[config.mk]
export PLATFORM = sky130hd
export DESIGN_NAME = bram_port_arbiter
export DESIGN_NICKNAME = d
export VERILOG_FILES = /design/src/rtl/bram_port_arbiter.sv
export SDC_FILE = /design/constraint.sdc
export NUM_CORES = 1
export LEC_CHECK = 0
export CORE_ASPECT_RATIO = 1.5
export CORE_MARGIN = 4
export CORE_UTILIZATION = 37
export CTS_CLUSTER_DIAMETER = 50
export CTS_CLUSTER_SIZE = 10
export DETAILED_ROUTE_END_ITERATION = 6
export PLACE_DENSITY_LB_ADDON = 0.2
export SYNTH_ARGS = -nofsm -noshare
export SYNTH_HDL_FRONTEND = slang
export SYNTH_SLANG_ARGS = --single-unit
[constraint.sdc]
create_clock -name clk -period 3.3 [get_ports clk]
set_input_delay 0.495 -clock clk [delete_from_list [all_inputs] [get_ports clk]]
set_output_delay 0.495 -clock clk [all_outputs]
set_load 0.005 [all_outputs]
[src/rtl/bram_port_arbiter.sv]
`timescale 1ns/1ps
// bram_port_arbiter
// Shares the single port of BLOCK_MEM between the sample loader (write side)
// and the RLS core (read side). One access per cycle, burst-limited
// round-robin between the two, registered memory command, and a read-valid
// strobe aligned to the BRAM read latency.
//
// Build option: define BRAM_ARB_WR_PRIORITY_EN to give the write requester
// fixed priority (used while the memory is first being filled). Without it
// the arbiter runs burst-limited round-robin.
module bram_port_arbiter #(
    parameter int unsigned ADDR_W     = 32,
    parameter int unsigned DATA_W     = 32,
    parameter int unsigned DEPTH      = 98304,
    parameter int unsigned RD_LATENCY = 2,
    parameter int unsigned MAX_BURST  = 16
) (
    input  logic              clk,
    input  logic              rst_n,
    input  logic              wr_req,
    input  logic [ADDR_W-1:0] wr_addr,
    input  logic [DATA_W-1:0] wr_data,
    output logic              wr_gnt,
    input  logic              rd_req,
    input  logic [ADDR_W-1:0] rd_addr,
    output logic              rd_gnt,
    output logic [DATA_W-1:0] rd_data,
    output logic              rd_valid,
    output logic              addr_err,
    output logic              mem_we,
    output logic [ADDR_W-1:0] mem_addr,
    output logic [DATA_W-1:0] mem_din,
    input  logic [DATA_W-1:0] mem_dout
);

    localparam int unsigned     CNT_W   = $clog2(MAX_BURST) + 1;
    localparam logic [CNT_W-1:0] CNT_MAX = CNT_W'(MAX_BURST);
    localparam logic [CNT_W-1:0] CNT_ONE = CNT_W'(1);
    localparam logic [ADDR_W-1:0] ADDR_LIMIT = ADDR_W'(DEPTH);

    typedef enum logic [1:0] {
        IDLE   = 2'd0,
        WR_OWN = 2'd1,
        RD_OWN = 2'd2
    } state_t;

    state_t           state_reg, state_next;
    logic [CNT_W-1:0] cnt_reg, cnt_next;
    logic             last_rd_reg, last_rd_next;   // 1: last owner was the read side
    logic             grant_wr, grant_rd;
    logic             wr_oor, rd_oor;
    logic             rd_cmd_reg;
    logic [RD_LATENCY-1:0] rd_pipe_reg, rd_pipe_next;

    assign wr_oor = (wr_addr >= ADDR_LIMIT);
    assign rd_oor = (rd_addr >= ADDR_LIMIT);

    // Grant selection from current ownership, burst count and requests
    always_comb begin
        grant_wr = 1'b0;
        grant_rd = 1'b0;
`ifdef BRAM_ARB_WR_PRIORITY_EN
        grant_wr = wr_req;
        grant_rd = rd_req & ~wr_req;
`else
        case (state_reg)
            WR_OWN: begin
                if (wr_req && (!rd_req || (cnt_reg < CNT_MAX))) grant_wr = 1'b1;
                else if (rd_req)                                 grant_rd = 1'b1;
            end
            RD_OWN: begin
                if (rd_req && (!wr_req || (cnt_reg < CNT_MAX))) grant_rd = 1'b1;
                else if (wr_req)                                 grant_wr = 1'b1;
            end
            default: begin
                if (wr_req && rd_req) begin
                    grant_wr = last_rd_reg;
                    grant_rd = ~last_rd_reg;
                end else begin
                    grant_wr = wr_req;
                    grant_rd = rd_req;
                end
            end
        endcase
`endif
    end

    // Nothing is handed out while reset is held, so no request is consumed then
    assign wr_gnt = grant_wr & rst_n;
    assign rd_gnt = grant_rd & rst_n;

    // Next ownership state and burst count follow whichever side was granted
    always_comb begin
        state_next   = state_reg;
        cnt_next     = cnt_reg;
        last_rd_next = last_rd_reg;
        if (grant_wr) begin
            state_next = WR_OWN;
            if (state_reg == WR_OWN) cnt_next = (cnt_reg == CNT_MAX) ? cnt_reg : cnt_reg + CNT_ONE;
            else                     cnt_next = CNT_ONE;
        end else if (grant_rd) begin
            state_next = RD_OWN;
            if (state_reg == RD_OWN) cnt_next = (cnt_reg == CNT_MAX) ? cnt_reg : cnt_reg + CNT_ONE;
            else                     cnt_next = CNT_ONE;
        end else begin
            state_next = IDLE;
            if (state_reg == WR_OWN)      last_rd_next = 1'b0;
            else if (state_reg == RD_OWN) last_rd_next = 1'b1;
        end
    end

    // Arbitration state register; last owner starts as read so write wins the first tie
    always_ff @(posedge clk or negedge rst_n) begin
        if (!rst_n) begin
            state_reg   <= IDLE;
            cnt_reg     <= '0;
            last_rd_reg <= 1'b1;
        end else begin
            state_reg   <= state_next;
            cnt_reg     <= cnt_next;
            last_rd_reg <= last_rd_next;
        end
    end

    // Registered memory command; out-of-range grants are dropped and flagged
    always_ff @(posedge clk or negedge rst_n) begin
        if (!rst_n) begin
            mem_we     <= 1'b0;
            mem_addr   <= '0;
            mem_din    <= '0;
            rd_cmd_reg <= 1'b0;
            addr_err   <= 1'b0;
        end else begin
            mem_we     <= grant_wr & ~wr_oor;
            rd_cmd_reg <= grant_rd & ~rd_oor;
            addr_err   <= (grant_wr & wr_oor) | (grant_rd & rd_oor);
            if (grant_wr && !wr_oor) begin
                mem_addr <= wr_addr;
                mem_din  <= wr_data;
            end else if (grant_rd && !rd_oor) begin
                mem_addr <= rd_addr;
            end
        end
    end

    // Read-valid delay line: one stage per cycle of BRAM read latency
    assign rd_pipe_next[0] = rd_cmd_reg;
    genvar gi;
    generate
        for (gi = 1; gi < RD_LATENCY; gi++) begin : g_pipe
            assign rd_pipe_next[gi] = rd_pipe_reg[gi-1];
        end
    endgenerate

    // Shift the read-valid line; reset drops any reads still in flight
    always_ff @(posedge clk or negedge rst_n) begin
        if (!rst_n) rd_pipe_reg <= '0;
        else        rd_pipe_reg <= rd_pipe_next;
    end

    assign rd_valid = rd_pipe_reg[RD_LATENCY-1];
    assign rd_data  = rd_valid ? mem_dout : '0;

endmodule

# Yosys cells after proc, flatten, opt, wreduce, memory -nomap -nowiden
# Index checks and enable logic that the tools add are counted.
classes:
  addsub: 1
  order_cmp: 3
  n_eq_ne: 3
  mux: 22
  bitwise: 12
  reduce_logical: 15
op_table:
  columns: ["cell", "n"]
  rows:
  - ["$mux W32", 3]
  - ["$ge A32 B17 Y1 const B", 2]
  - ["$mux W5", 5]
  - ["$mux W1", 10]
  - ["$and A1 B1 Y1", 6]
  - ["$reduce_bool A2 Y1", 3]
  - ["$add A5 B1 Y5 const B", 1]
  - ["$eq A5 B5 Y1 const B", 1]
  - ["$logic_and A1 B1 Y1", 5]
  - ["$lt A5 B5 Y1 const B", 1]
  - ["$not A1 Y1", 5]
  - ["$logic_not A1 Y1", 4]
  - ["$mux W2", 2]
  - ["$pmux W1 S2", 2]
  - ["$reduce_and A3 Y1", 1]
  - ["$eq A2 B1 Y1 const B", 1]
  - ["$eq A2 B2 Y1 const B", 1]
  - ["$logic_or A1 B1 Y1", 2]
  - ["$or A1 B1 Y1", 1]
totals:
  ff_bits: 77
  inputBits: 132
  out_inout_bits: 101
  word_cells: 65

# Longest topological paths before layout
# Gate-level depths: netlist of run 1.
depth:
  word_depth: 8
  ltp_mapped: 10
  mapped_depth_nobuf: 7

# Least setup slack after synthesis of run 1
# OpenSTA, ideal clock, no wires.
synth_path:
  kind: "reg-to-reg"
  start: "register state_reg[0]"
  end: "register mem_din[0]"
  setup_ns: 0.125
  arrival_time_ns: 2.163
  required_time_ns: 3.175
  path_slack_ns: 1.012
  path_stages_with_launch: 10
  path_buffers: 3
  synth_period_minus_slack_ns: 2.288
  path_cell_list: "dfrtp_1 inv_1 ha_1 buf_6 nand3b_1 o311ai_1 or4b_1 buf_2 buf_6 mux2_4"
synth_between:
  elab_chain_cells: 3
  word_cells_on_any_way: 4
  classes_between: "eq/ne: 2; mux: 1; reduce/logical: 1"
synth_lines:
  columns: ["element", "line", "source"]
  rows:
  - ["start: declaration", "47", "state_t state_reg, state_next;"]
  - ["start signal: assignment", "119", "state_reg <= state_next;"]
  - ["$eq A2 B2 Y1 or $eq A2 B1 Y1 (tied branches)", "66", "case (state_reg)"]
  - ["$pmux W1 S2 *", "66", null]
  - ["$logic_and A1 B1 Y1 *", "137", "if (grant_wr && !wr_oor) begin"]
  - ["end signal: assignment", "139", "mem_din <= wr_data;"]
  - ["end: declaration", "32", "output logic [DATA_W-1:0] mem_din,"]
# Mark *: on every way between the ends. The rest lies on a longest branch, timed or not.
# A chain may end at the register's enable or synchronous reset.

# Worst setup path in the final report of run 1
layout_path:
  start: "input wr_req"
  end: "output rd_gnt"
layout_between:
  elab_chain_cells: 6
  word_cells_on_any_way: 10
  classes_between: "mux: 4; bitwise: 1; reduce/logical: 5"
layout_lines:
  columns: ["element", "line", "source"]
  rows:
  - ["start: declaration", "20", "input logic wr_req,"]
  - ["$logic_not A1 Y1", "72", "if (rd_req && (!wr_req || (cnt_reg < CNT_MAX))) grant_rd = 1'b1;"]
  - ["$logic_or A1 B1 Y1", "72", null]
  - ["$logic_and A1 B1 Y1", "72", null]
  - ["$mux W1", "72", null]
  - ["$pmux W1 S2 *", "66", null]
  - ["$and A1 B1 Y1 *", "90", "assign rd_gnt = grant_rd & rst_n;"]
  - ["end: declaration", "26", "output logic rd_gnt,"]
# Marks and branches as above.

==> results.md, run 1 <==
- Simple logic cell fraction of the synthesized area: 16.5%
- Cell area power density: 398 nW/um^2
- CP dominant cell by count: sky130_fd_sc_hd__clkdlybuf4s50_1
- Max-cap violations: 0
- Setup total negative slack: 0 ns
- Average wire per standard cell: 17.4 um
- CTS-repair resized insts: 0
- Antenna cell count: 0
- Ratio of cells with drive above 1 in the final layout: 10.3%
- Max VDD drop: 0.000295 V
- RSZ-0062 raised after global routing: false
- Worst reg2reg startpoint: state_reg[0]
- Syn nets: 439
- Leading cell type in the layout, fill and taps excluded: sky130_fd_sc_hd__clkdlybuf4s50_1
- Fraction of the mapped netlist area in adder cells: 1.37%
- F_max: 361 MHz
- Count of yosys warnings during synthesis: 0
- Area growth from synthesis to layout: 73.1%
- Cell at the root of the clock tree: sky130_fd_sc_hd__clkbuf_16
- Fraction of post-synthesis cell area in the top cell type by area: 52.1%
- Sequence of cells on the critical path: clkdlybuf4s50_1 > nor4b_1 > a31oi_1 > and3_1 > clkdlybuf4s50_1
- Global-route wire length before repair: 16900 um
- Initial core utilization: 37.9%
- Maximum clock path buffer count: 2
- Met3 routed WL: 1330 um
- Routed vias/inst: 4.96
- Antenna violations before repair: 1
- Worst setup timing slack at the placement stage: 0.495 ns
- Mean cell area of the mapped netlist: 12.0 um^2
- Iteration-0 DRC Markers: 109
- Gp weighted congestion: 0.852
- Category of the most critical setup path: in2out
- Sequential area share after synthesis: 52.8%
- Proportion of power drawn by flip-flops and latches: 40.0%
- Endpoint required time on the critical path: 2.80 ns
- Capturing element type of the critical path: output port
- Final period utilization: 83.9%
- Number of library cell types mapped by synthesis: 43
- Fraction of synthesized area in multiplexers: 17.8%
- Final ANT Viol Nets: 0
- Async set-or-reset flop fraction in the synthesized netlist: 100%
- Detailed placer's ending HPWL: 8990 um
- Final setup slack of the worst path: 0.533 ns
- Number of global-route vias before repair: 3347
- Reg2Reg Capture Point: mem_din[6]
- CTS hold repair buffers: 0
- Top library cells by usage in the layout, fill and taps aside: sky130_fd_sc_hd__clkdlybuf4s50_1 (231), sky130_fd_sc_hd__dfrtp_1 (76), sky130_fd_sc_hd__and2_1 (32)
- Clock period minus worst slack: 2.77 ns
- Slew at the pin closest to its max-slew limit: 0.830 ns
- Latest clock arrival within the worst-skew pair: 0.33 ns
- Core area: 9630 um^2
- Tot GR Track Use: 19.5%
- Register-to-register setup slack: 0.78 ns
- Startpoint kind of the worst setup timing path: primary input
- Pin count of the biggest net entering global routing: 53
- Outcome: completed
- Max FO, Critical Path: 9
- Post-CTS clock slew at the launch and capture registers of the worst setup and hold paths: 0.06 ns
- Total power after layout: 2.51 mW
- Parity-gate share of the synthesized area counting xor and xnor cells: 0%
- Clock Sink Count: 77
- Syn Inst Count: 303
- Cell-internal power: 1.89 mW
- Leading post-synthesis cells by cell area: sky130_fd_sc_hd__dfrtp_1 (52%), sky130_fd_sc_hd__mux2_4 (12%), sky130_fd_sc_hd__and2_1 (5.5%)
- I/O Buffers: 232
- Number of levels in the clock H-tree: 3
- Clk_skew: 0.00438 ns
- Die span in y: 130 um
- Worst slew margin: 44.4%
- Number of cells on the worst reg-to-reg path: 7
- Highest metal layer used by the detailed router: met5
- Top-level I/O count: 233
- Die footprint: 11500 um^2
- Hold Fails Final Rpt: 0
- Cell area after synthesis: 3650 um^2
- Width of the chip: 89.1 um
- TritonCTS clock tree: done
- Hold Worst Slack: 0.0738 ns
- Number of buffers inserted by post-CTS setup repair: 0
- Number of clock buffers inserted by TritonCTS: 9
- Share of power burned in the clock network: 39.3%
- Flip-flop and latch count after synthesis: 77
- Number of nets in the final layout: 667
- Most used flip-flop cell after synthesis: sky130_fd_sc_hd__dfrtp_1
- Total wire length: 11300 um
- Total length of routed met2 wires: 5970 um
- Number of enable flip-flop cells after synthesis: 0
- Combinational share of power: 20.7%
- Net Switching: 630 uW
- Detailed Routing Iterations Pass 1: 4
- Min-delay worst type: in2async
- Total routed wire length on the met1 layer: 3670 um
- Slew Limit Fails: 0
- Arrival time of the worst setup path: 2.27 ns
- DRC violation count after routing: 0
- Main combinational cell family by area after synthesis: multiplexers
- Complex-gate fraction of the synthesized area: 7.10%
- Biggest area consumer among synthesized cells: sky130_fd_sc_hd__dfrtp_1
- Count of endpoints failing setup in the final report: 0
- Switching part of the total: 25.0%
- Standard-cell row count: 44
- Detailed-route via count: 3232
- LEAKAGE: 3.03 nW
- Critical-path cell with the highest stage delay: sky130_fd_sc_hd__clkdlybuf4s50_1
- Largest stage delay, worst path: 0.55 ns
- Aggregate global routing overflow: 0
worst max-delay path: cells and delay by family:
family	cells	cell delay, ns
AND/OR/NAND/NOR	2	0.43
buffers and inverters	2	1.06
AO/OA/AOI/OAI	1	0.28
logic make-up (layout without fill, tap and decap cells):
kind of cell               after synthesis  count (layout)
AOI/OAI and AO/OA                       39              39
adders and majority gates                4               4
buffers and inverters                   26             259
DFF                                     77              77
muxes                                   50              50
and+or+nand+nor                        107             107
synthesized netlist by cell type (all sizes together) (2+ instances only):
| master | instances |
|---|---|
| dfrtp | 76 |
| and2 | 32 |
| mux2 | 32 |
| nor2 | 25 |
| a21oi | 18 |
| mux2i | 18 |
| and3 | 17 |
| buf | 11 |
| nand2 | 9 |
| clkbuf | 8 |
| nor4 | 8 |
| inv | 7 |
| ha | 4 |
| nand3 | 4 |
| a211o | 2 |
| a21boi | 2 |
| a22o | 2 |
| a31oi | 2 |
| nor2b | 2 |
| o21ai | 2 |
| o21bai | 2 |
| or4b | 2 |
per-stage QoR:
stage          instances  instance area [um^2]  util, %
2_1_floorplan        303                  3650        -
3_3_place_gp         635                  6010     62.4
3_5_place_dp         635                  6010     62.4
4_1_cts              651                  6310     65.5
5_1_grt              651                  6310     65.5
6_report             651                  6310     65.5
layer usage:
layer  vias to the layer above  track usage (%)
met2                       174             35.9
met3                        23             6.87
met5                         -                0
met4                         2             8.50
li1                       1514                -
met1                      1519             19.0
how the worst max path moves through the flow:
| stage | start | cells after the start | to | slack, ns |
|---|---|---|---|---|
| 2_1_floorplan | state_reg[0] | 9 | mem_din[0] | 1.01 |
| 5_1_grt | state_reg[0] | 6 | rd_gnt | 0.38 |
| 4_1_cts | state_reg[0] | 6 | rd_gnt | 0.53 |
| 6_report | wr_req | 5 | rd_gnt | 0.53 |
| 3_5_place_dp | wr_req | 7 | mem_addr[13] | 0.50 |
| 3_3_place_gp | rd_req | 6 | mem_din[5] | 0.57 |
layout make-up:
type | instances | area [um^2]
flip-flops and latches | 77 | 1930
multi-input cells | 200 | 1560
clock inverters | 4 | 47.5
clock buffers | 12 | 256
repair buffers | 236 | 2350
fillers | 791 | 3320
inverters | 7 | 26.3
well taps | 115 | 144
power by group through the flow:
stage | combinational (mW) | clock [mW] | sequential, mW
global placement | 0.497 | 0 | 1.02
detailed placement | 0.518 | 0 | 1.02
CTS | 0.522 | 1.01 | 1.01
global route | 0.570 | 1.06 | 1.01
finish | 0.520 | 0.989 | 1.01
floorplan | 0.265 | 0 | 1.02
No activity file was read; power rests on OpenSTA's default activity.
==> run 2, diff against run 1 <==
CORE_UTILIZATION = 33   (was 37)
clock period = 2.5 ns   (was 3.3 ns; I/O delays follow)
==> run 2 against run 1 <==
Compared with the run above:
- setup slack worse by 0.42 ns
- sequential cell count unchanged
- die area up 11%
- critical path depth up 1
- final cell count up 5.8%
- clock power up 34%
- total power up 36%
- combinational power up 44%
- critical path type is now reg2out
- largest power group unchanged
==> results.md, run 2 (synthesis gave the netlist of run 1 again) <==
- Clock period minus worst slack: 2.38 ns
- Core area: 10700 um^2
- Top library cells by usage in the layout, fill and taps aside: sky130_fd_sc_hd__clkdlybuf4s50_1 (229), sky130_fd_sc_hd__dfrtp_1 (76), sky130_fd_sc_hd__and2_1 (32)
- Initial core utilization: 34.1%
- Post-layout instance count excluding filler cells: 689
- Gp weighted congestion: 0.766
- Number of nets in the final layout: 676
- Total wire length: 11500 um
- Antenna cell count: 0
- TritonCTS clock tree: done
- Endpoint required time on the critical path: 2.12 ns
- Cell area power density: 529 nW/um^2
- Hold Fails Final Rpt: 0
- Aggregate global routing overflow: 0
- Post-CTS clock slew at the launch and capture registers of the worst setup and hold paths: 0.06 ns
- Count of endpoints failing setup in the final report: 0
- Slew at the pin closest to its max-slew limit: 0.877 ns
- Average wire per standard cell: 16.7 um
- Outcome: completed
- Top-level I/O count: 233
- Maximum clock path buffer count: 2
- Leading cell type in the layout, fill and taps excluded: sky130_fd_sc_hd__clkdlybuf4s50_1
- LEAKAGE: 3.09 nW
- Slew Limit Fails: 0
- Width of the chip: 93.9 um
- Startpoint kind of the worst setup timing path: register
- F_max: 419 MHz
- Post-Layout Inst Area: 6450 um^2
- Detailed-route via count: 3276
- Worst slew margin: 41.5%
- Ratio of cells with drive above 1 in the final layout: 12.3%
- DP Area: 6120 um^2
- Cell at the root of the clock tree: sky130_fd_sc_hd__clkbuf_16
- Die span in y: 137 um
- Min-delay worst type: reg2reg
- Number of clock buffers inserted by TritonCTS: 9
- Standard-cell row count: 46
- Hold Worst Slack: 0.348 ns
- Final period utilization: 95.4%
- Latest clock arrival within the worst-skew pair: 0.33 ns
- DRC violation count after routing: 0
- Largest stage delay, worst path: 0.39 ns
- Antenna violations before repair: 0
- Number of levels in the clock H-tree: 3
- Tot GR Track Use: 17.4%
- I/O Buffers: 232
- Die footprint: 12800 um^2
- Category of the most critical setup path: reg2out
- Clk_skew: 0.0105 ns
- RSZ-0062 raised after global routing: false
- Max VDD drop: 0.000317 V
- Max-cap violations: 0
- Post-Place Cells: 672
- Max FO, Critical Path: 7
- Detailed Routing Iterations Pass 1: 4
- Detailed placer's ending HPWL: 9160 um
- Number of global-route vias before repair: 3295
- Iteration-0 DRC Markers: 57
- Clock Sink Count: 77
- Capturing element type of the critical path: output port
- Routed vias/inst: 4.75
- Number of buffers inserted by post-CTS setup repair: 0
- Sequence of cells on the critical path: inv_1 > ha_2 > buf_4 > o31a_1 > and3_1 > dlygate4sd2_1
- Pin count of the biggest net entering global routing: 70
- Final ANT Viol Nets: 0
- Critical-path cell with the highest stage delay: sky130_fd_sc_hd__dfrtp_1
- Area growth from synthesis to layout: 76.7%
- Arrival time of the worst setup path: 2.01 ns
- Global-route wire length before repair: 17200 um
## run 2: cell types whose count changed in the layout (fill, tap and decap cells not counted), sizes merged
| cell | before | now |
|---|---|---|
| buf | 5 | 13 |
| clkbuf | 12 | 9 |
| clkdlybuf4s50 | 231 | 229 |
| clkinv | 2 | 1 |
| dlygate4sd2 | 0 | 1 |
| dlygate4sd3 | 0 | 1 |
| dlymetal6s2s | 0 | 1 |
| inv | 7 | 11 |
## run 2: final cells by class
cell class | count | area, um^2
clock buffer | 9 | 225
clock inverter | 7 | 80.1
fill | 921 | 4260
inverter | 7 | 26.3
multi-input combinational | 200 | 1570
sequential | 77 | 1930
tap | 144 | 180
timing repair buffer | 245 | 2430
## run 2: worst paths after layout
check	cells after the start	slack, ns	endpoint	start
max	6	0.12	rd_gnt	state_reg[0]
min	0	0.35	rd_pipe_reg[0]	rd_cmd_reg
max reg2reg	7	0.18	mem_din[9]	state_reg[0]
min reg2reg	0	0.35	rd_pipe_reg[0]	rd_cmd_reg
max in group asynchronous	3	0.99	mem_din[12]	rst_n
min in group asynchronous	2	0.41	mem_addr[2]	rst_n
## run 2: worst max-delay path: cells and delay by family (launching register included)
| family | cells | cell delay (ns) |
|---|---|---|
| adder cells (fa/ha/maj) | 1 | 0.30 |
| AND/OR/NAND/NOR | 1 | 0.18 |
| AO/OA/AOI/OAI | 1 | 0.32 |
| flip-flops | 1 | 0.39 |
| buffers and inverters | 3 | 0.48 |
## run 2: power by group
part | internal, mW | total [mW] | switching, mW | leakage (nW)
Combinational | 0.424 | 0.748 | 0.324 | 1.88
Sequential | 1.30 | 1.33 | 0.0348 | 1.06
Clock | 0.789 | 1.33 | 0.539 | 0.149
Total | 2.51 | 3.41 | 0.899 | 3.09
## run 2: stage by stage
step	setup TNS, ns	setup slack (ns)	utilization, %	total power, mW
after floorplan	0	0.212	-	1.69
after global placement	0	0.0513	57.2	2.07
after detailed placement	-0.0150	-0.00741	57.2	2.09
after CTS	0	0.0214	60.2	3.46
after global routing	0	0.0300	60.2	3.58
final	0	0.116	60.2	3.41
## run 2: layer usage
| layer | GRT usage, % | part of all wire, % | wire, um |
|---|---|---|---|
| met2 | 32.9 | 54 | 6200 |
| met4 | 5.86 | 1.4 | 166 |
| met1 | 17.6 | 35 | 4090 |
| met3 | 5.45 | 9.3 | 1080 |
| met5 | 0 | 0 | 0 |
## run 2: what timing repair did
| item | CTS | global route |
|---|---|---|
| hold buffers | 1 | 0 |
| resized for setup | 3 | 2 |
| endpoints found under the hold margin | 7 | 0 |
| endpoints found under the setup margin | 2 | 1 |
| gates cloned | 0 | 0 |
